### src/rtl/reg_scoreboard.sv
// Register scoreboard for the ID stage: one countdown per architectural register
// tracks in-flight writes and decides whether the instruction in ID may issue.
module reg_scoreboard #(
    parameter int NREG    = 32,
    parameter int NSRC    = 2,
    parameter int MAX_LAT = 4,
    localparam int AW     = $clog2(NREG),
    localparam int LW     = $clog2(MAX_LAT + 1)
) (
    input  logic                 clk_i,
    input  logic                 rst_i,
    input  logic                 issue_valid_i,
    input  logic                 issue_we_i,
    input  logic [AW-1:0]        issue_rd_i,
    input  logic [LW-1:0]        issue_lat_i,
    input  logic                 flush_i,
    input  logic [NSRC-1:0]      src_used_i,
    input  logic [NSRC*AW-1:0]   src_addr_i,
    output logic [NSRC-1:0]      src_busy_o,
    output logic                 waw_o,
    output logic                 stall_o,
    output logic                 issue_accept_o,
    output logic [NREG-1:0]      pending_o
);

    localparam logic [LW-1:0] MAX_LAT_L = LW'(MAX_LAT);

    // Handshake: issue_valid_i holds an instruction in ID; it leaves ID only in a
    // cycle where issue_accept_o is high, and stall_o asks PC/IF_ID to hold it.
    logic [LW-1:0] cnt      [NREG];
    logic [LW-1:0] cnt_next [NREG];
    logic [LW-1:0] eff_lat;
    logic [LW-1:0] rd_cnt;
    logic          load_en;

    always_comb begin
        eff_lat = (issue_lat_i > MAX_LAT_L) ? MAX_LAT_L : issue_lat_i;
    end

    // Register 0 never matches here, so rd_cnt is zero for it.
    always_comb begin
        rd_cnt = '0;
        for (int r = 1; r < NREG; r++) begin
            if (issue_rd_i == AW'(r)) begin
                rd_cnt = cnt[r];
            end
        end
    end

    always_comb begin
        src_busy_o = '0;
        for (int k = 0; k < NSRC; k++) begin
            for (int r = 1; r < NREG; r++) begin
                if (src_used_i[k] && (src_addr_i[k*AW +: AW] == AW'(r)) && (cnt[r] != '0)) begin
                    src_busy_o[k] = 1'b1;
                end
            end
        end
    end

    // A slower in-flight write to the same register would land after this one.
    always_comb begin
        waw_o          = issue_valid_i & issue_we_i & (issue_rd_i != '0) & (rd_cnt > eff_lat);
        stall_o        = issue_valid_i & ((|src_busy_o) | waw_o);
        issue_accept_o = issue_valid_i & ~stall_o & ~flush_i;
        load_en        = issue_accept_o & issue_we_i & (issue_rd_i != '0);
    end

    // A fresh load takes priority over the decrement of the same register.
    always_comb begin
        for (int r = 0; r < NREG; r++) begin
            cnt_next[r] = cnt[r];
            if (r == 0) begin
                cnt_next[r] = '0;
            end else if (load_en && (issue_rd_i == AW'(r))) begin
                cnt_next[r] = eff_lat;
            end else if (cnt[r] != '0) begin
                cnt_next[r] = cnt[r] - LW'(1);
            end
        end
    end

    always_ff @(posedge clk_i or negedge rst_i) begin
        if (!rst_i) begin
            for (int r = 0; r < NREG; r++) begin
                cnt[r] <= '0;
            end
        end else begin
            for (int r = 0; r < NREG; r++) begin
                cnt[r] <= cnt_next[r];
            end
        end
    end

    always_comb begin
        pending_o = '0;
        for (int r = 1; r < NREG; r++) begin
            pending_o[r] = (cnt[r] != '0);
        end
    end

endmodule

### config.mk
export PLATFORM = sky130hd
export DESIGN_NAME = reg_scoreboard
export DESIGN_NICKNAME = d
export VERILOG_FILES = /design/src/rtl/reg_scoreboard.sv
export SDC_FILE = /design/constraint.sdc
export NUM_CORES = 1
export LEC_CHECK = 0
export CORE_ASPECT_RATIO = 1.25
export CORE_MARGIN = 4
export CORE_UTILIZATION = 35
export CTS_CLUSTER_SIZE = 24
export DETAILED_ROUTE_END_ITERATION = 10
export HOLD_SLACK_MARGIN = 0.02
export MAX_ROUTING_LAYER = met4
export PLACE_DENSITY_LB_ADDON = 0.15
export SETUP_SLACK_MARGIN = 0.4
export SLEW_MARGIN = 20
export SYNTH_ARGS = -nofsm -noshare
export SYNTH_HDL_FRONTEND = slang
export SYNTH_SLANG_ARGS = --single-unit
### constraint.sdc
create_clock -name clk_i -period 5.81 [get_ports clk_i]
set_input_delay 0.8715 -clock clk_i [delete_from_list [all_inputs] [get_ports clk_i]]
set_output_delay 0.8715 -clock clk_i [all_outputs]
set_load 0.1 [all_outputs]
# Yosys cells after proc, flatten, opt, wreduce, memory -nomap -nowiden
# Index checks and enable logic that the tools add are counted.
# totals
register_bits,93
output_inout_bits,37
word_cells,543
input_bits,25
# classes
bitwise,11
magnitude_cmp,2
n_mux,156
eq_ne,93
addsub,31
reduce_logical,219
# ops
op,count
$mux W3,94
$eq A5 B5 Y1 const B,48
$logic_and A1 B1 Y1,155
$eq A5 B4 Y1 const B,24
$reduce_bool A3 Y1,31
$sub A3 B1 Y3 const B,31
$mux W1,62
$reduce_bool A2 Y1,31
$eq A5 B3 Y1 const B,12
$eq A5 B2 Y1 const B,6
$eq A5 B1 Y1 const B,3
$and A1 B1 Y1,8
$reduce_bool A5 Y1,1
$gt A3 B3 Y1,1
$gt A3 B3 Y1 const B,1
$not A1 Y1,2
$reduce_or A2 Y1,1
$or A1 B1 Y1,1

# Logic depth before layout (Yosys ltp)
# depth
ltp_word,44
depth_mapped,20
ltp_nobuf,16

# Worst setup path before layout
# OpenSTA, ideal clock, no wires.
# synth_path
path_type,input -> output
from,in issue_rd_i[0]
to,out stall_o
path_buffers,6
path_stages,17
required_time_ns,4.939
arrival_ns,6.515
slack_ns,-1.577
cell_sequence,clkbuf_1 > clkbuf_1 > clkbuf_1 > clkbuf_1 > o21ai_0 > a22oi_1 > o221ai_1 > o21a_1 > ha_1 > nor2b_1 > o21a_1 > o21ai_0 > a31oi_1 > nor3_4 > buf_6 > buf_4 > nor2b_1
# synth_via
elab_chain_cells,36
word_cells_on_any_way,68
cone_classes,order compare (1); eq/ne (31); mux (31); bitwise (4); reduce/logical (1)
# synth_rtl
item,line_no,text
from (decl),14,"input logic [AW-1:0] issue_rd_i,"
$eq A5 B1 Y1,44,if (issue_rd_i == AW'(r)) begin
$mux W3 (31 in series),44,
$gt A3 B3 Y1,63,waw_o = issue_valid_i & issue_we_i & (issue_rd_i != '0) & (rd_cnt > eff_lat);
$and A1 B1 Y1 *,63,
net waw_o,20,"output logic waw_o,"
$or A1 B1 Y1 *,64,stall_o = issue_valid_i & ((|src_busy_o) | waw_o);
$and A1 B1 Y1 *,64,
to (decl),21,"output logic stall_o,"
# Mark *: on every way through the listed nets, which the timed path passes. The rest lies on a longest branch.

# Worst setup path in the final report
# layout_path
from,in issue_rd_i[3]
to,out stall_o
# layout_via
elab_chain_cells,36
word_cells_on_any_way,68
cone_classes,order compare (1); eq/ne (31); mux (31); bitwise (4); reduce/logical (1)
# layout_rtl
item,line_no
$eq A5 B1 Y1,44
$mux W3 (31 in series),44
$gt A3 B3 Y1,63
$and A1 B1 Y1 *,63
$or A1 B1 Y1 *,64
$and A1 B1 Y1 *,64
# Mark *: on every way between the ends. The rest lies on a longest branch, timed or not.

==> impl_metrics.json <==
{
  "status": "finished clean",
  "clock_latency_ns": 0.36,
  "reg2reg_depth": 18,
  "synth-seq-area-share": 0.2869,
  "finalInstanceArea_sq_um": 9345,
  "crit_type": "primary input to output port",
  "synth_ff_type": "dfrtp_1",
  "setup_tns_ns": 0,
  "synth_cell_types": 69,
  "core_sq_um": 22880,
  "worst_slew_pin_slew_ns": 1.163,
  "timing.hold.ws_ns": 0.5555,
  "clk_pin_slew_worst_paths_ns": 0.07,
  "yosysMostFrequentCell": "mux2i_1",
  "grt_pass1_wl_mm": 41.91,
  "num_rows": 62,
  "p_clk_frac": 0.118,
  "rsz0062_at_grt": "no",
  "via_count": 6878,
  "cts_sinks": 93,
  "synth_area_leaders": "dfrtp_1, mux2i_1, ha_1, o21ai_0, inv_1",
  "portBuffers": 60,
  "largest_reg_flops": 93,
  "crit_path_end_kind": "output port",
  "fin_skew_ns": 0.01129,
  "grt_usage": 0.2231,
  "fin_crit_sh": 0.9104,
  "num_io_pins": 62,
  "routed_wirelength_mm": 27.31,
  "hp-class": "primary input to asynchronous set/reset pin",
  "hold_viol": 0,
  "max_slew_margin": 0.2217,
  "dpl_cell_area_sq_um": 8987,
  "drt_iter0_drc": 585,
  "nets": 1033,
  "syn_avg_cell_area_sq_um": 8.790,
  "postCtsHoldBufs": 0,
  "setup_viol": 0,
  "period_minus_slack_ns": 5.290,
  "antenna_found_initial": 0,
  "power.share.sequential": 0.272,
  "regMostFlops": "cnt",
  "crit_arrival_ns": 4.42,
  "hpwl_mm": 20.50,
  "overflow": 0,
  "ant_nets": 0,
  "top_regs": "cnt x93",
  "critPathLaunchType": "primary input",
  "reg2reg_to": "cnt[18]$_DFFE_PN0P_",
  "switching_power_mw": 2.565,
  "cts_buffer_depth": 2,
  "p_sw_frac": 0.5161,
  "slew_violations": 0,
  "gp_congestion": 0.9525,
  "post_drt_wl_per_cell_um": 22.09,
  "syn_area_sq_um": 8113,
  "antenna_cells": 0,
  "fin_util": 0.4084,
  "die_area_sq_um": 25690,
  "grt_max_degree": 54,
  "route.detailed.drc": 0,
  "drive_gt1_frac": 0.09388,
  "htree_levels": 3,
  "max_cap_violations": 0,
  "synth_common_cells": "mux2i_1, dfrtp_1, inv_1, ha_1, o21ai_0",
  "syn_nets": 1013,
  "dieWidth_um": 144.2,
  "leakagePower_nw": 4.256,
  "rrSetupSlack_ns": 1.90,
  "synth.top_cell.area_share": 0.2869,
  "die_h_um": 178.2,
  "grt_pass1_vias": 6891,
  "start_util": 0.3545,
  "required_ns": 4.94,
  "avgViaCountPerCell": 5.565,
  "synth_area_leader_cell": "dfrtp_1",
  "peakVddDrop_mv": 0.3251,
  "synth_edf_count": 0,
  "cts_tree": "yes",
  "first_pass_iters": 6,
  "syn_to_final_growth_pct": 15.19,
  "ys.warnings.count": 0,
  "syn_inst": 923,
  "clockRootBuffer": "clkbuf_16",
  "r2r-start": "cnt[85]$_DFFE_PN0P_",
  "internal_power_mw": 2.405,
  "fmax_mhz": 189.0,
  "comb_power_share": 0.610,
  "ys_seq_elements": 93,
  "path_max_fanout": 17,
  "async_flop_share": 1.000,
  "power_density_nw_per_um2": 531.9,
  "cts_buffers": 9
}
-- what timing repair did --
| action | in CTS | in global routing |
|---|---|---|
| resized for setup | 2 | 16 |
| setup buffers | 0 | 1 |
| endpoints found under the setup margin | 2 | 2 |
-- per-stage QoR --
stage | instances | total power, mW | setup WS (ns)
after floorplan | 923 | 3.615 | 0.3754
after global placement | 1219 | 4.353 | 0.3235
after detailed placement | 1219 | 4.394 | 0.2457
after CTS | 1235 | 5.006 | 0.4170
after global routing | 1236 | 5.378 | 0.3860
final | 1236 | 4.970 | 0.5203
-- how the worst max path moves through the flow --
stage / from / endpoint / slack (ns)
2_1_floorplan: issue_rd_i[4] / stall_o / 0.38
3_3_place_gp: issue_rd_i[4] / stall_o / 0.32
3_5_place_dp: issue_rd_i[4] / stall_o / 0.25
4_1_cts: issue_rd_i[4] / stall_o / 0.42
5_1_grt: issue_rd_i[3] / stall_o / 0.39
6_report: issue_rd_i[3] / stall_o / 0.52
-- per-layer routing --
| metal | GRT usage | part of all wire | vias up | wire, um |
|---|---|---|---|---|
| met5 | - | 0 | - | 0 |
| met4 | 0.09098 | 0.039 | 0 | 1061 |
| met3 | 0.03191 | 0.051 | 56 | 1398 |
| met2 | 0.3610 | 0.48 | 213 | 13180 |
| met1 | 0.2803 | 0.43 | 3339 | 11660 |
| li1 | - | - | 3270 | - |
-- power by group through the flow --
stage	Clock (mW)	Sequential, mW	Combinational, mW
4_1_cts	0.605	1.35	3.05
6_report	0.589	1.35	3.03
3_3_place_gp	0	1.36	3.00
3_5_place_dp	0	1.36	3.03
2_1_floorplan	0	1.23	2.39
5_1_grt	0.628	1.40	3.35
-- area by class of cell --
cell class                 instances  area (sq um)
multi-input combinational        677          5258
fill                            2313         13540
timing repair buffer              85         827.0
sequential                        93          2327
tap                              288         360.3
inverter                          77         289.0
clock buffer                       9         225.2
clock inverter                     7         58.81
-- worst max-delay path: stages --
cell             delay, ns
clkdlybuf4s50_1       0.52
buf_6                 0.20
nor2b_1               0.33
a32oi_1               0.12
a2bb2oi_1             0.16
a21oi_1               0.19
o22ai_1               0.11
o31ai_1               0.08
a31oi_1               0.14
o21a_1                0.19
ha_1                  0.34
nor2b_1               0.15
o21a_1                0.18
o21ai_2               0.16
a31oi_4               0.07
nor3_4                0.19
buf_4                 0.20
nor2b_4               0.05
buf_12                0.16
-- kinds of logic after synthesis --
group	share of synthesized area
muxes	0.1752
DFF	0.2869
and+or+nand+nor	0.1949
buffers and inverters	0.07603
xor gates and xnor gates	0.03347
other	0.0004622
AOI/OAI and AO/OA	0.1328
adders and majority gates	0.1002
-- cells in the final DEF (no fill, tap or decap), types with 4 or more instances in the layout --
cell type,instances
nor3b_1,5
nor2_1,58
clkinvlp_4,4
nand4_1,5
clkdlybuf4s50_1,51
mux2i_1,124
inv_1,76
and3_1,5
nand2b_1,35
a21oi_1,34
nand3_1,13
a22oi_1,8
xnor2_1,31
o211ai_1,5
and4_1,8
mux2_2,10
nor2b_1,18
nand4_4,7
o22ai_1,10
a211oi_1,5
dfrtp_1,93
ha_1,65
clkbuf_16,9
o221ai_1,4
nand2_1,58
and2_1,9
buf_4,25
nand3b_1,12
buf_12,4
o2111ai_1,5
o21ai_0,58
nor3_1,15
No activity file was read; power rests on OpenSTA's default activity.
